## src/rtl/div_pkg.sv

```systemverilog
// Shared definitions for the sequential divider.
// Contents: default operand width, divider FSM state encoding, counter-width
// helper and a single-bit full-adder cell used by the trial subtractor.
package div_pkg;

  localparam int unsigned DIV_WIDTH_DEFAULT = 4;

  typedef enum logic [1:0] {
    IDLE = 2'd0,
    CALC = 2'd1,
    DONE = 2'd2,
    FIX  = 2'd3
  } div_state_e;

  // Smallest r with 2**r >= value.
  function automatic int unsigned clog2(input int unsigned value);
    int unsigned r;
    r = 0;
    while ((64'd1 << r) < 64'(value)) r++;
    return r;
  endfunction

  // Full-adder cell: returns {carry_out, sum}.
  function automatic logic [1:0] fa(input logic a, input logic b, input logic ci);
    return {(a & b) | (ci & (a ^ b)), a ^ b ^ ci};
  endfunction

endpackage

```

## src/rtl/div_step.sv

```systemverilog
// One restoring-division iteration (purely combinational).
// Shifts the next dividend bit into the partial remainder and trial-subtracts
// the divisor with a WIDTH+1-bit ripple of full adders (inverted divisor,
// carry-in 1). A non-negative difference is kept; otherwise the shifted
// value is restored.
// Ports:
//   p_i       current partial remainder (always < divisor)
//   bit_i     next dividend bit, MSB first
//   divisor_i divisor magnitude
//   p_o       next partial remainder
//   q_o       quotient bit produced by this iteration
module div_step
  import div_pkg::*;
#(
  parameter int unsigned WIDTH = DIV_WIDTH_DEFAULT
) (
  input  logic [WIDTH-1:0] p_i,
  input  logic             bit_i,
  input  logic [WIDTH-1:0] divisor_i,
  output logic [WIDTH-1:0] p_o,
  output logic             q_o
);

  localparam int unsigned TW = WIDTH + 1;

  logic [TW-1:0] shifted;
  logic [TW-1:0] sub_n;
  logic [TW-1:0] trial;

  assign shifted = {p_i, bit_i};
  assign sub_n   = ~{1'b0, divisor_i};

  // Ripple-carry subtract: shifted + ~divisor + 1.
  always_comb begin
    logic       c;
    logic [1:0] cs;
    trial = '0;
    c     = 1'b1;
    for (int i = 0; i < int'(TW); i++) begin
      cs       = fa(shifted[i], sub_n[i], c);
      trial[i] = cs[0];
      c        = cs[1];
    end
  end

  // Since p_i < divisor, the difference fits a signed WIDTH+1-bit value,
  // so its MSB is the sign; a kept remainder is then below the divisor
  // and needs only WIDTH bits.
  assign q_o = ~trial[TW-1];
  assign p_o = q_o ? trial[WIDTH-1:0] : shifted[WIDTH-1:0];

endmodule

```

## src/rtl/seq_divider.sv

```systemverilog
// Multi-cycle restoring divider, one quotient bit per clock, MSB first.
// Optional macro SEQ_DIVIDER_SIGNED_EN: two's-complement operands; magnitudes
// are divided and an extra FIX state applies the result signs (quotient
// truncates toward zero, remainder follows the dividend).
// Ports:
//   clk, rst_n           clock (rising edge), async active-low reset
//   start                request, accepted in IDLE or DONE
//   dividend, divisor    operands, captured on accept
//   busy                 operation in progress (CALC, and FIX when signed)
//   done                 one-cycle pulse when results update
//   quotient, remainder  results, held until the next completion
//   div_by_zero          set when the last result had a zero divisor
module seq_divider
  import div_pkg::*;
#(
  parameter int unsigned WIDTH = DIV_WIDTH_DEFAULT
) (
  input  logic             clk,
  input  logic             rst_n,
  input  logic             start,
  input  logic [WIDTH-1:0] dividend,
  input  logic [WIDTH-1:0] divisor,
  output logic             busy,
  output logic             done,
  output logic [WIDTH-1:0] quotient,
  output logic [WIDTH-1:0] remainder,
  output logic             div_by_zero
);

  localparam int unsigned CW = clog2(WIDTH + 1);

  div_state_e       state_q, state_d;
  logic [WIDTH-1:0] p_q, p_d;
  logic [WIDTH-1:0] a_q, a_d;     // dividend shifts out MSB-first, quotient shifts in
  logic [WIDTH-1:0] dvs_q, dvs_d;
  logic [CW-1:0]    cnt_q, cnt_d;
  logic             busy_q, busy_d;
  logic             done_q, done_d;
  logic             dbz_q, dbz_d;
  logic [WIDTH-1:0] quo_q, quo_d;
  logic [WIDTH-1:0] rem_q, rem_d;
`ifdef SEQ_DIVIDER_SIGNED_EN
  logic             qneg_q, qneg_d;
  logic             rneg_q, rneg_d;
`endif

  logic             accept;
  logic [WIDTH-1:0] step_p;
  logic             step_q;

  div_step #(.WIDTH(WIDTH)) u_step (
    .p_i       (p_q),
    .bit_i     (a_q[WIDTH-1]),
    .divisor_i (dvs_q),
    .p_o       (step_p),
    .q_o       (step_q)
  );

  // Next-state, datapath and registered-output decode.
  always_comb begin
    state_d = state_q;
    p_d     = p_q;
    a_d     = a_q;
    dvs_d   = dvs_q;
    cnt_d   = cnt_q;
    quo_d   = quo_q;
    rem_d   = rem_q;
    dbz_d   = dbz_q;
`ifdef SEQ_DIVIDER_SIGNED_EN
    qneg_d  = qneg_q;
    rneg_d  = rneg_q;
`endif
    accept  = 1'b0;
    busy_d  = 1'b0;
    done_d  = 1'b0;

    case (state_q)
      IDLE: accept = start;
      CALC: begin
        p_d   = step_p;
        a_d   = {a_q[WIDTH-2:0], step_q};
        cnt_d = cnt_q + CW'(1);
        if (cnt_q == CW'(WIDTH - 1)) begin
`ifdef SEQ_DIVIDER_SIGNED_EN
          state_d = FIX;
`else
          state_d = DONE;
          quo_d   = {a_q[WIDTH-2:0], step_q};
          rem_d   = step_p;
          dbz_d   = 1'b0;
`endif
        end
      end
`ifdef SEQ_DIVIDER_SIGNED_EN
      FIX: begin
        state_d = DONE;
        quo_d   = qneg_q ? (~a_q + WIDTH'(1)) : a_q;
        rem_d   = rneg_q ? (~p_q + WIDTH'(1)) : p_q;
        dbz_d   = 1'b0;
      end
`endif
      DONE: begin
        state_d = IDLE;
        accept  = start;
      end
      default: state_d = IDLE;
    endcase

    if (accept) begin
      if (divisor == '0) begin
        state_d = DONE;
        quo_d   = '1;
        rem_d   = dividend;
        dbz_d   = 1'b1;
      end else begin
        state_d = CALC;
        p_d     = '0;
        cnt_d   = '0;
`ifdef SEQ_DIVIDER_SIGNED_EN
        a_d     = dividend[WIDTH-1] ? (~dividend + WIDTH'(1)) : dividend;
        dvs_d   = divisor[WIDTH-1] ? (~divisor + WIDTH'(1)) : divisor;
        qneg_d  = dividend[WIDTH-1] ^ divisor[WIDTH-1];
        rneg_d  = dividend[WIDTH-1];
`else
        a_d     = dividend;
        dvs_d   = divisor;
`endif
      end
    end

`ifdef SEQ_DIVIDER_SIGNED_EN
    busy_d = (state_d == CALC) || (state_d == FIX);
`else
    busy_d = (state_d == CALC);
`endif
    done_d = (state_d == DONE);
  end

  // State and datapath registers.
  always_ff @(posedge clk or negedge rst_n) begin
    if (!rst_n) begin
      state_q <= IDLE;
      p_q     <= '0;
      a_q     <= '0;
      dvs_q   <= '0;
      cnt_q   <= '0;
      busy_q  <= 1'b0;
      done_q  <= 1'b0;
      dbz_q   <= 1'b0;
      quo_q   <= '0;
      rem_q   <= '0;
`ifdef SEQ_DIVIDER_SIGNED_EN
      qneg_q  <= 1'b0;
      rneg_q  <= 1'b0;
`endif
    end else begin
      state_q <= state_d;
      p_q     <= p_d;
      a_q     <= a_d;
      dvs_q   <= dvs_d;
      cnt_q   <= cnt_d;
      busy_q  <= busy_d;
      done_q  <= done_d;
      dbz_q   <= dbz_d;
      quo_q   <= quo_d;
      rem_q   <= rem_d;
`ifdef SEQ_DIVIDER_SIGNED_EN
      qneg_q  <= qneg_d;
      rneg_q  <= rneg_d;
`endif
    end
  end

  assign busy        = busy_q;
  assign done        = done_q;
  assign quotient    = quo_q;
  assign remainder   = rem_q;
  assign div_by_zero = dbz_q;

endmodule

```

## config.mk

```make
export PLATFORM = sky130hd
export DESIGN_NAME = seq_divider
export DESIGN_NICKNAME = d
export VERILOG_FILES = /design/src/rtl/div_pkg.sv /design/src/rtl/div_step.sv /design/src/rtl/seq_divider.sv
export SDC_FILE = /design/constraint.sdc
export NUM_CORES = 1
export LEC_CHECK = 0
export CORE_ASPECT_RATIO = 1.75
export CORE_MARGIN = 4
export CORE_UTILIZATION = 30
export CTS_BUF_LIST = sky130_fd_sc_hd__clkbuf_8
export DETAILED_ROUTE_END_ITERATION = 10
export PLACE_DENSITY = 0.6
export SLEW_MARGIN = 20
export SYNTH_ARGS = -nofsm -noshare
export SYNTH_HDL_FRONTEND = slang
export SYNTH_SLANG_ARGS = --single-unit
export TNS_END_PERCENT = 20
```

## constraint.sdc

```tcl
create_clock -name clk -period 2.5 [get_ports clk]
set_clock_uncertainty 0.15 [all_clocks]
set_input_delay 0.375 -clock clk [delete_from_list [all_inputs] [get_ports clk]]
set_output_delay 0.375 -clock clk [all_outputs]
set_load 0.05 [all_outputs]
```

# Word level (Yosys, flattened, before mapping)
# Cells that the tools add are included.
[word_totals] regBits=28 latchBits=0 ram_bits=0 mem_bits_ro=0 inputBits=11 out_inout_bits=11 word_cells=71 n_memories=0
[op_classes] n_addsub=1 n_mul=0 div_mod_pow=0 order_cmp=0 eq_ne=5 shift=0 mux=27 n_bitwise=24 reduce_logical=4
[ops] cell="2-to-1 mux 4 bit" n=15
[ops] cell="2-to-1 mux 3 bit" n=3
[ops] cell="bitwise XOR 1 bit" n=9
[ops] cell="AND 1 bit" n=7
[ops] cell="2-to-1 mux 2 bit" n=3
[ops] cell="2-to-1 mux 1 bit" n=5
[ops] cell="NOT 4 -> 5 bit" n=1
[ops] cell="== test 2 x 1 -> 1 bit, second input constant" n=2
[ops] cell="== test 2 bit, second input constant" n=2
[ops] cell="logical NOT 4 bit" n=1
[ops] cell="OR 1 bit" n=4
[ops] cell="case mux 2 bit (2 select lines)" n=1
[ops] cell="adder 3 x 1 -> 3 bit, second input constant" n=1
[ops] cell="== test 3 x 2 -> 1 bit, second input constant" n=1
[ops] cell="NOT 1 bit" n=3
[ops] cell="logical NOT 2 bit" n=1
[ops] cell="AND reduction 2 bit" n=1
[ops] cell="OR reduction 2 bit" n=1

# Logic depth before layout (Yosys ltp)
# Gate-level depths: netlist of run 1.
[logic_depth] ltp_word=15 mapped_depth=9

# By module
# From an unflattened synthesis of run 1, not the netlist that was laid out.
[unflattened] hier_cells=128 area_unflattened_um2=1391.3
[by_module_without_submodules] module="seq_divider" n_inst=1 cells_each=113 area_each_um2=1234.9 seq_area_each_um2=700.7
[by_module_without_submodules] module="div_step" n_inst=1 cells_each=15 area_each_um2=156.4 seq_area_each_um2=0.0

# Least setup slack after synthesis of run 1
# No wires, ideal clock.
[synth_path] path_kind="register to register" startpoint="register a_q[3]" endpoint="register rem_q[2] (netlist: remainder[2])" setup_time_ns=0.138 arrival_time_ns=2.272 path_slack_ns=-0.060 path_stages_with_launch=10 path_buffers=0 period_less_slack_ns=2.560 path_cell_list="dfrtp_1 -> inv_1 -> ha_1 -> fa_1 -> inv_1 -> fa_1 -> fa_1 -> xnor2_1 -> mux2i_1 -> a211oi_1"
[synth_via] elab_chain_cells=14
[synth_rtl] item="from (decl)" line_no="seq_divider.sv:34" rtl="logic [WIDTH-1:0] a_q, a_d;"
[synth_rtl] item="from (signal assigned)" line_no="seq_divider.sv:144" rtl="a_q <= '0;"
[synth_rtl] item="from (signal assigned)" line_no="seq_divider.sv:159" rtl="a_q <= a_d;"
[synth_rtl] item="AND 1 bit / bitwise XOR 1 bit (equally long branches)" line_no="div_pkg.sv:25" rtl="return {(a & b) | (ci & (a ^ b)), a ^ b ^ ci};"
[synth_rtl] item="OR 1 bit (*)" line_no="div_pkg.sv:25"
[synth_rtl] item="AND 1 bit (*)" line_no="div_pkg.sv:25"
[synth_rtl] item="OR 1 bit (*)" line_no="div_pkg.sv:25"
[synth_rtl] item="AND 1 bit" line_no="div_pkg.sv:25"
[synth_rtl] item="OR 1 bit" line_no="div_pkg.sv:25"
[synth_rtl] item="AND 1 bit" line_no="div_pkg.sv:25"
[synth_rtl] item="OR 1 bit" line_no="div_pkg.sv:25"
[synth_rtl] item="bitwise XOR 1 bit" line_no="div_pkg.sv:25"
[synth_rtl] item="2-to-1 mux 4 bit (*)" line_no="div_step.sv:50" rtl="assign p_o = q_o ? trial[WIDTH-1:0] : shifted[WIDTH-1:0];"
[synth_rtl] item="2-to-1 mux 4 bit (*)" line_no="seq_divider.sv:83" rtl="if (cnt_q == CW'(WIDTH - 1)) begin"
[synth_rtl] item="2-to-1 mux 4 bit (*)" line_no="seq_divider.sv:77" rtl="case (state_q)"
[synth_rtl] item="2-to-1 mux 4 bit" line_no="seq_divider.sv:110" rtl="if (divisor == '0) begin"
[synth_rtl] item="2-to-1 mux 4 bit (*)" line_no="seq_divider.sv:109" rtl="if (accept) begin"
[synth_rtl] item="named net rem_d[2]" line_no="seq_divider.sv:41" rtl="logic [WIDTH-1:0] rem_q, rem_d;"
[synth_rtl] item="to (signal assigned)" line_no="seq_divider.sv:166" rtl="rem_q <= rem_d;"
[synth_rtl] item="to (decl)" line_no="seq_divider.sv:41"
# Mark *: on every way through the listed nets, which the timed path passes. The rest lies on a longest branch.
# A chain may end at the register's enable or synchronous reset.

# Final worst setup path of run 1
# Ends and elaborated chain as after synthesis.

==> PnR_summary.wiki, run 1 <==
{| class="wikitable"
! Metric !! Value
|-
| Buffer levels on the longest clock path || 2
|-
| Fin nets || 169
|-
| Number of core rows || 32
|-
| Most numerous cell in the Yosys netlist || sky130_fd_sc_hd__dfrtp_1
|-
| Maximum Capacitance Violations || 0
|-
| Non-filler instance count after layout || 201
|-
| Hold Path Class || primary input to asynchronous set/reset pin
|-
| Ports placed on the boundary || 22
|-
| Number of clock sinks seen by CTS || 28
|-
| Total instance count after detailed placement || 195
|-
| Antenna diode count || 0
|-
| Area Overhead vs Synth || 28.3%
|-
| CP dominant cell by count || sky130_fd_sc_hd__fa_2
|-
| Kind of critical path || flop to flop
|-
| Die Width || 59.6 um
|-
| Worst path max stage delay || 0.44 ns
|-
| Count of endpoints failing setup in the final report || 6
|-
| Peak supply drop || 0.000796 V
|-
| Combinational group share of total power || 0.616
|-
| Final hold vios || 0
|-
| Count of routing violations after the opening detailed-route iteration || 12
|-
| Via count || 1,032
|-
| Max transition margin || 0.478
|-
| Power share of the sequential group || 0.296
|-
| Top cells by area, synth || sky130_fd_sc_hd__dfrtp_1 (50%), sky130_fd_sc_hd__mux2i_1 (5.7%), sky130_fd_sc_hd__fa_1 (4.3%)
|-
| Initial antenna violation count || 0
|-
| Cell internal power dissipation || 1.57 mW
|-
| Smallest setup slack after layout || -0.0637 ns
|-
| Highest-delay cell along the critical path || sky130_fd_sc_hd__fa_2
|-
| Vias per cell || 5.13
|-
| Startpoint Class || flop
|-
| Max Slew Vio Count || 0
|-
| Most used DFF post-synth || sky130_fd_sc_hd__dfrtp_1
|-
| Req. time, crit path || 2.49 ns
|-
| Largest net degree at the start of global routing || 29
|-
| Clock Latency Late Sink || 0.28 ns
|-
| Clock Pin Slew Worst Setup and Hold Paths || 0.09 ns
|-
| Violations in the final reports || negative setup slack
|-
| Hold buffer count at cts || 0
|-
| Area fraction of the dominant cell type after synthesis || 0.502
|-
| Number of buffers created by CTS || 3
|-
| Post-synthesis async set-or-reset flop share || 1.00
|-
| Pwr dens || 1580 nW/um^2
|-
| Post-synthesis instance total || 124
|-
| Crit-path cells || inv_2 -> ha_4 -> fa_2 -> inv_2 -> fa_2 -> fa_2 -> xnor2_4 -> mux2i_2 -> a211oi_1
|-
| Yosys cell types || 36
|-
| Post-DP HPWL || 2470 um
|-
| Total iterations of the first detailed-routing run || 4
|-
| Switching power || 1.26 mW
|-
| Yosys top cell by area || sky130_fd_sc_hd__dfrtp_1
|-
| Fraction of power consumed by the clock network || 0.087
|-
| Final wirelength || 3320 um
|-
| Achievable Freq || 390 MHz
|-
| First-pass GRT wire length || 5420 um
|-
| CTS tree || done
|-
| Initial core utilization || 0.314
|-
| Leakage power of the design || 0.769 nW
|-
| Critical Path End Type || flop
|-
| Sequential fraction of the synthesis area || 0.502
|-
| Placeable core region || 4440 um^2
|-
| Mapped cell area || 1400 um^2
|-
| Antenna viol nets, final || 0
|-
| Worst-case setup slack after placement || -0.221 ns
|-
| Number of global-route vias before repair || 1,117
|-
| Post-layout minimum cycle time || 2.56 ns
|-
| Part of the cycle the worst path needs || 1.03
|-
| Die outline area || 5850 um^2
|-
| Flip-flop and latch count after synthesis || 28
|-
| Nets in the synthesized netlist || 141
|-
| Residual DRC count || 0
|-
| Layout cell share with drive strength beyond 1 || 0.173
|-
| Unrepaired setup endpoints after global routing || yes
|-
| Post-DR wirelength/cell || 16.5 um
|-
| Worst Tran Pin Value || 0.780 ns
|-
| Maximum fanout count along the critical path || 6
|-
| Status || finished, violations left
|-
| Number of enable-type register cells in the synthesized netlist || 0
|-
| Die H || 98.2 um
|-
| Number of port buffers || 21
|-
| Switching Share || 0.446
|-
| Synth top cells by count || sky130_fd_sc_hd__dfrtp_1 (28), sky130_fd_sc_hd__nand2_1 (9), sky130_fd_sc_hd__mux2i_1 (8), sky130_fd_sc_hd__nor2_1 (8)
|-
| H-tree lvl count || 1
|-
| Total routing usage reported by global routing || 0.121
|-
| Arrival time at the worst endpoint || 2.56 ns
|-
| Global-route congestion overflow total || 0
|-
| Per-instance average area after synthesis || 11.3 um^2
|-
| Worst hold slack || 0.330 ns
|-
| Filler cell count || 417
|-
| Count of synthesis-stage warnings from yosys || 0
|-
| Final Wtd Congestion || 0.907
|-
| Setup_tns || -0.145 ns
|-
| CTS root buffer || sky130_fd_sc_hd__clkbuf_8
|}
## logic make-up after synthesis
logic type | share of synthesized area
AO/OA/AOI/OAI | 0.151
adder cells (fa/ha/maj) | 0.0700
multiplexers | 0.0682
buffers and inverters | 0.0413
flip-flops | 0.502
XOR/XNOR | 0.0242
AND/OR/NAND/NOR | 0.144
## power groups by stage
stage	clock [mW]	combinational [mW]	sequential, mW
floorplan	0	0.863	1.09
global placement	0	1.54	0.820
detailed placement	0	1.58	0.832
CTS	0.252	1.70	0.838
global route	0.267	1.88	0.868
finish	0.247	1.74	0.838
## flip-flops by register name, indices dropped and copies added (netlist names)
| signal | cells |
|---|---|
| remainder | 4 |
| cnt_q | 3 |
| done | 1 |
| state_q | 2 |
| dvs_q | 4 |
| p_q | 4 |
| busy | 1 |
| div_by_zero | 1 |
| a_q | 4 |
| quotient | 4 |
## metal layers
metal / track usage / part of all wire
met1: 0.135 / 0.40
met5: 0 / 0
met3: 0.0212 / 0.031
met2: 0.219 / 0.55
met4: 0.0478 / 0.019
## area by class of cell
class,instances,area [um^2],share of cell area
multi-input combinational,84,691,0.386
sequential,28,701,0.392
tap,51,63.8,0.0357
timing repair buffer,29,270,0.151
clock buffer,3,41.3,0.0231
inverter,6,22.5,0.0126
## what timing repair did
action | 4_1_cts | 5_1_grt
gates resized for setup | 9 | 1
pin swaps | 7 | 2
buffers inserted | 2 | 1
setup endpoints to repair | 10 | 8
cloned | 0 | 0
## stage by stage
stage	area [um^2]	util	total power, mW
floorplan	1400	-	1.95
global placement	1680	0.378	2.36
detailed placement	1680	0.378	2.41
CTS	1780	0.400	2.79
global route	1790	0.403	3.01
finish	1790	0.403	2.83
## worst paths after layout
kind | from | endpoint | slack [ns] | cells past startpoint
setup / recovery | a_q[3] | remainder[2] | -0.06 | 9
hold / removal | rst_n | busy | 0.33 | 2
setup reg to reg | a_q[3] | remainder[2] | -0.06 | 9
hold reg to reg | div_by_zero | div_by_zero | 0.36 | 2
max in group asynchronous | rst_n | a_q[0] | 1.59 | 2
min in group clk | div_by_zero | div_by_zero | 0.36 | 2
## placed cells by master, fill, tap and decap left out, types with 3 or more instances in the layout
cell	Yosys	layout
sky130_fd_sc_hd__a211oi_1	4	4
sky130_fd_sc_hd__a21oi_1	4	4
sky130_fd_sc_hd__a2bb2oi_1	3	3
sky130_fd_sc_hd__buf_4	0	8
sky130_fd_sc_hd__clkbuf_8	0	3
sky130_fd_sc_hd__clkdlybuf4s50_1	0	21
sky130_fd_sc_hd__dfrtp_1	28	28
sky130_fd_sc_hd__fa_2	0	3
sky130_fd_sc_hd__inv_1	6	4
sky130_fd_sc_hd__mux2i_1	8	7
sky130_fd_sc_hd__nand2_1	9	9
sky130_fd_sc_hd__nand3_1	6	6
sky130_fd_sc_hd__nor2_1	8	8
sky130_fd_sc_hd__o21ai_0	3	3
sky130_fd_sc_hd__o21ai_1	5	5
## worst max-delay path: cells and delay by family (launching register included)
kind                     cells  cell delay (ns)
buffers and inverters        2             0.12
XOR/XNOR                     1             0.27
flip-flops                   1             0.41
AO/OA/AOI/OAI                1             0.11
adder cells (fa/ha/maj)      4             1.08
multiplexers                 1             0.29
(Power assumes the default switching activity.)
==> inputs of run 2 (changes only) <==
--- a/config.mk
+++ b/config.mk
@@ -5,12 +5,14 @@
 export SDC_FILE = /design/constraint.sdc
 export NUM_CORES = 1
 export LEC_CHECK = 0
+export ABC_AREA = 0
 export CORE_ASPECT_RATIO = 1.75
 export CORE_MARGIN = 4
 export CORE_UTILIZATION = 30
 export CTS_BUF_LIST = sky130_fd_sc_hd__clkbuf_8
 export DETAILED_ROUTE_END_ITERATION = 10
-export PLACE_DENSITY = 0.6
+export DONT_BUFFER_PORTS = 1
+export PLACE_DENSITY = 0.54
 export SLEW_MARGIN = 20
 export SYNTH_ARGS = -nofsm -noshare
 export SYNTH_HDL_FRONTEND = slang
==> run 2 against run 1 <==
Effect of this change: the run still ends with negative setup slack left; count of clock-buffer cells in the layout unchanged; critical path depth increased by 1; maximum frequency fell by 0.48%; routed wire length rose by 0.21%; flip-flop and latch count is the same; sequential share of layout area grew 4.5 points; non-clock buffer count decreased by 19; register-to-register slack is essentially flat; first-iteration DRC count up 25%; worst hold slack lost 0.26 ns; via count fell by 6.2%; worst setup slack worse by 0.012 ns; critical path type unchanged; largest cell class unchanged.
==> PnR_summary.wiki, run 2 (synthesis gave the netlist of run 1 again) <==
{| class="wikitable"
! Metric !! Value
|-
| Die Width || 59.6 um (unchanged)
|-
| Max Slew Vio Count || 0 (unchanged)
|-
| Most common cell after layout, fill and taps aside || sky130_fd_sc_hd__dfrtp_1
|-
| Antenna viol nets, final || 0 (unchanged)
|-
| Initial core utilization || 0.314 (unchanged)
|-
| Clock Pin Slew Worst Setup and Hold Paths || 0.10 ns (about the same)
|-
| Die H || 98.2 um (unchanged)
|-
| Number of buffers created by CTS || 3 (unchanged)
|-
| Startpoint Class || flop
|-
| Part of the cycle the worst path needs || 1.03 (+0.00495)
|-
| Via count || 968 (-6.2%)
|-
| Global-route congestion overflow total || 0 (unchanged)
|-
| H-tree lvl count || 1 (unchanged)
|-
| Vias per cell || 5.32 (+3.6%)
|-
| CTS root buffer || sky130_fd_sc_hd__clkbuf_8
|-
| Sequential cell area || 701 um^2 (unchanged)
|-
| Number of global-route vias before repair || 1,046 (-6.4%)
|-
| Clock Latency Late Sink || 0.28 ns (about the same)
|-
| Count of endpoints failing setup in the final report || 4 (-2)
|-
| Final hold vios || 0 (unchanged)
|-
| Arrival time at the worst endpoint || 2.65 ns (+0.09 ns)
|-
| Area Overhead vs Synth || 15.2%
|-
| Count of routing violations after the opening detailed-route iteration || 15 (+3)
|-
| Die outline area || 5850 um^2 (unchanged)
|-
| Worst-case setup slack after placement || -0.241 ns (-0.0205 ns)
|-
| CTS tree || done
|-
| Fin nets || 150 (-11%)
|-
| Worst Tran Pin Value || 0.839 ns (+0.0596 ns)
|-
| Post-DR wirelength/cell || 18.3 um (+11%)
|-
| Violations in the final reports || negative setup slack
|-
| Number of clock sinks seen by CTS || 28 (unchanged)
|-
| Max transition margin || 0.438 (-0.0399)
|-
| Status || finished, violations left
|-
| Antenna diode count || 0 (unchanged)
|-
| Req. time, crit path || 2.57 ns (+0.08 ns)
|-
| Buffer levels on the longest clock path || 2 (unchanged)
|-
| Largest net degree at the start of global routing || 29 (unchanged)
|-
| Maximum fanout count along the critical path || 3 (-3)
|-
| Initial antenna violation count || 0 (unchanged)
|-
| Kind of critical path || flop to flop
|-
| Final Wtd Congestion || 0.790 (-13%)
|-
| Setup slack of the worst register-to-register path || -0.08 ns (about the same)
|-
| Final wirelength || 3330 um (+0.21%)
|-
| Post-DP HPWL || 2490 um (+0.84%)
|-
| Placeable core region || 4440 um^2 (unchanged)
|-
| Ports placed on the boundary || 22 (unchanged)
|-
| Total routing usage reported by global routing || 0.126 (+0.00453)
|-
| Smallest setup slack after layout || -0.0760 ns (-0.0124 ns)
|-
| Filler cell count || 446 (+7.0%)
|-
| Total iterations of the first detailed-routing run || 4 (unchanged)
|-
| Maximum Capacitance Violations || 0 (unchanged)
|-
| Placed standard-cell area || 1480 um^2 (-12%)
|-
| Achievable Freq || 388 MHz (-0.48%)
|-
| Number of port buffers || 0 (-100%)
|-
| Critical Path End Type || flop
|-
| Top library cells by usage in the layout, fill and taps aside || sky130_fd_sc_hd__dfrtp_1 (28), sky130_fd_sc_hd__nand2_1 (9), sky130_fd_sc_hd__nor2_1 (8), sky130_fd_sc_hd__buf_4 (8)
|-
| Post-route standard cell area excluding fillers || 1610 um^2 (-10%)
|-
| Residual DRC count || 0 (unchanged)
|-
| Post-layout minimum cycle time || 2.58 ns (+0.0124 ns)
|-
| Number of core rows || 32 (unchanged)
|-
| Layout cell share with drive strength beyond 1 || 0.221 (+0.0480)
|-
| Hold Path Class || primary input to flop
|-
| Unrepaired setup endpoints after global routing || yes
|-
| First-pass GRT wire length || 5530 um (+2.0%)
|-
| Multi-input gate area in the final layout || 688 um^2 (-0.36%)
|}
[run 2: changes by cell type in the layout (fill, tap and decap cells not counted), sizes merged]
cell	previous run	this run
buf	8	9
clkdlybuf4s50	21	0
dlygate4sd3	0	1
[run 2: final timing paths]
check                           start            to  cells after the start
max                            a_q[3]  remainder[1]                     10
min                        divisor[3]      dvs_q[3]                      2
min reg2reg                  cnt_q[1]      cnt_q[1]                      2
max reg2reg                    a_q[3]  remainder[1]                     10
min in group asynchronous       rst_n      dvs_q[2]                      2
max in group asynchronous       rst_n        a_q[0]                      2
[run 2: area by class of cell]
class | instances | share of cell area
sequential | 28 | 0.436
inverter | 6 | 0.0140
timing repair buffer | 10 | 0.0561
multi-input combinational | 84 | 0.428
clock buffer | 3 | 0.0257
tap | 51 | 0.0397
[run 2: critical path, cell delays in order (launching register included)]
cell,delay [ns]
sky130_fd_sc_hd__dfrtp_1,0.41
sky130_fd_sc_hd__inv_2,0.08
sky130_fd_sc_hd__ha_4,0.12
sky130_fd_sc_hd__fa_2,0.19
sky130_fd_sc_hd__inv_2,0.04
sky130_fd_sc_hd__fa_2,0.33
sky130_fd_sc_hd__fa_2,0.41
sky130_fd_sc_hd__xor2_2,0.22
sky130_fd_sc_hd__buf_4,0.17
sky130_fd_sc_hd__mux2i_1,0.19
sky130_fd_sc_hd__o221a_1,0.20
[run 2: routing by layer]
layer / routed length, um / track usage
met5: 0 / 0
met4: 80 / 0.0529
met3: 138 / 0.0238
met2: 1840 / 0.225
met1: 1270 / 0.139
[run 2: timing repair]
action / in CTS / in global routing
setup buffers: 2 / 0
resized for setup: 6 / 5
hold buffers: 2 / 0
pin swaps: 4 / 4
endpoints found under the hold margin: 28 / 0
setup endpoints to repair: 9 / 10
[run 2: through the flow]
stage | hold slack, ns | TNS [ns] | utilization | std cells
2_1_floorplan | -0.0706 | -0.0111 | - | 124
3_3_place_gp | -0.0694 | -0.798 | 0.332 | 175
3_5_place_dp | -0.0695 | -1.20 | 0.332 | 175
4_1_cts | 0.0722 | -0.205 | 0.358 | 182
5_1_grt | 0.0699 | -0.870 | 0.361 | 182
6_report | 0.0702 | -0.153 | 0.361 | 182
Power of run 2 is not shown: default switching activity piles up to over one toggle a cycle in this logic, so the estimate is an artifact.
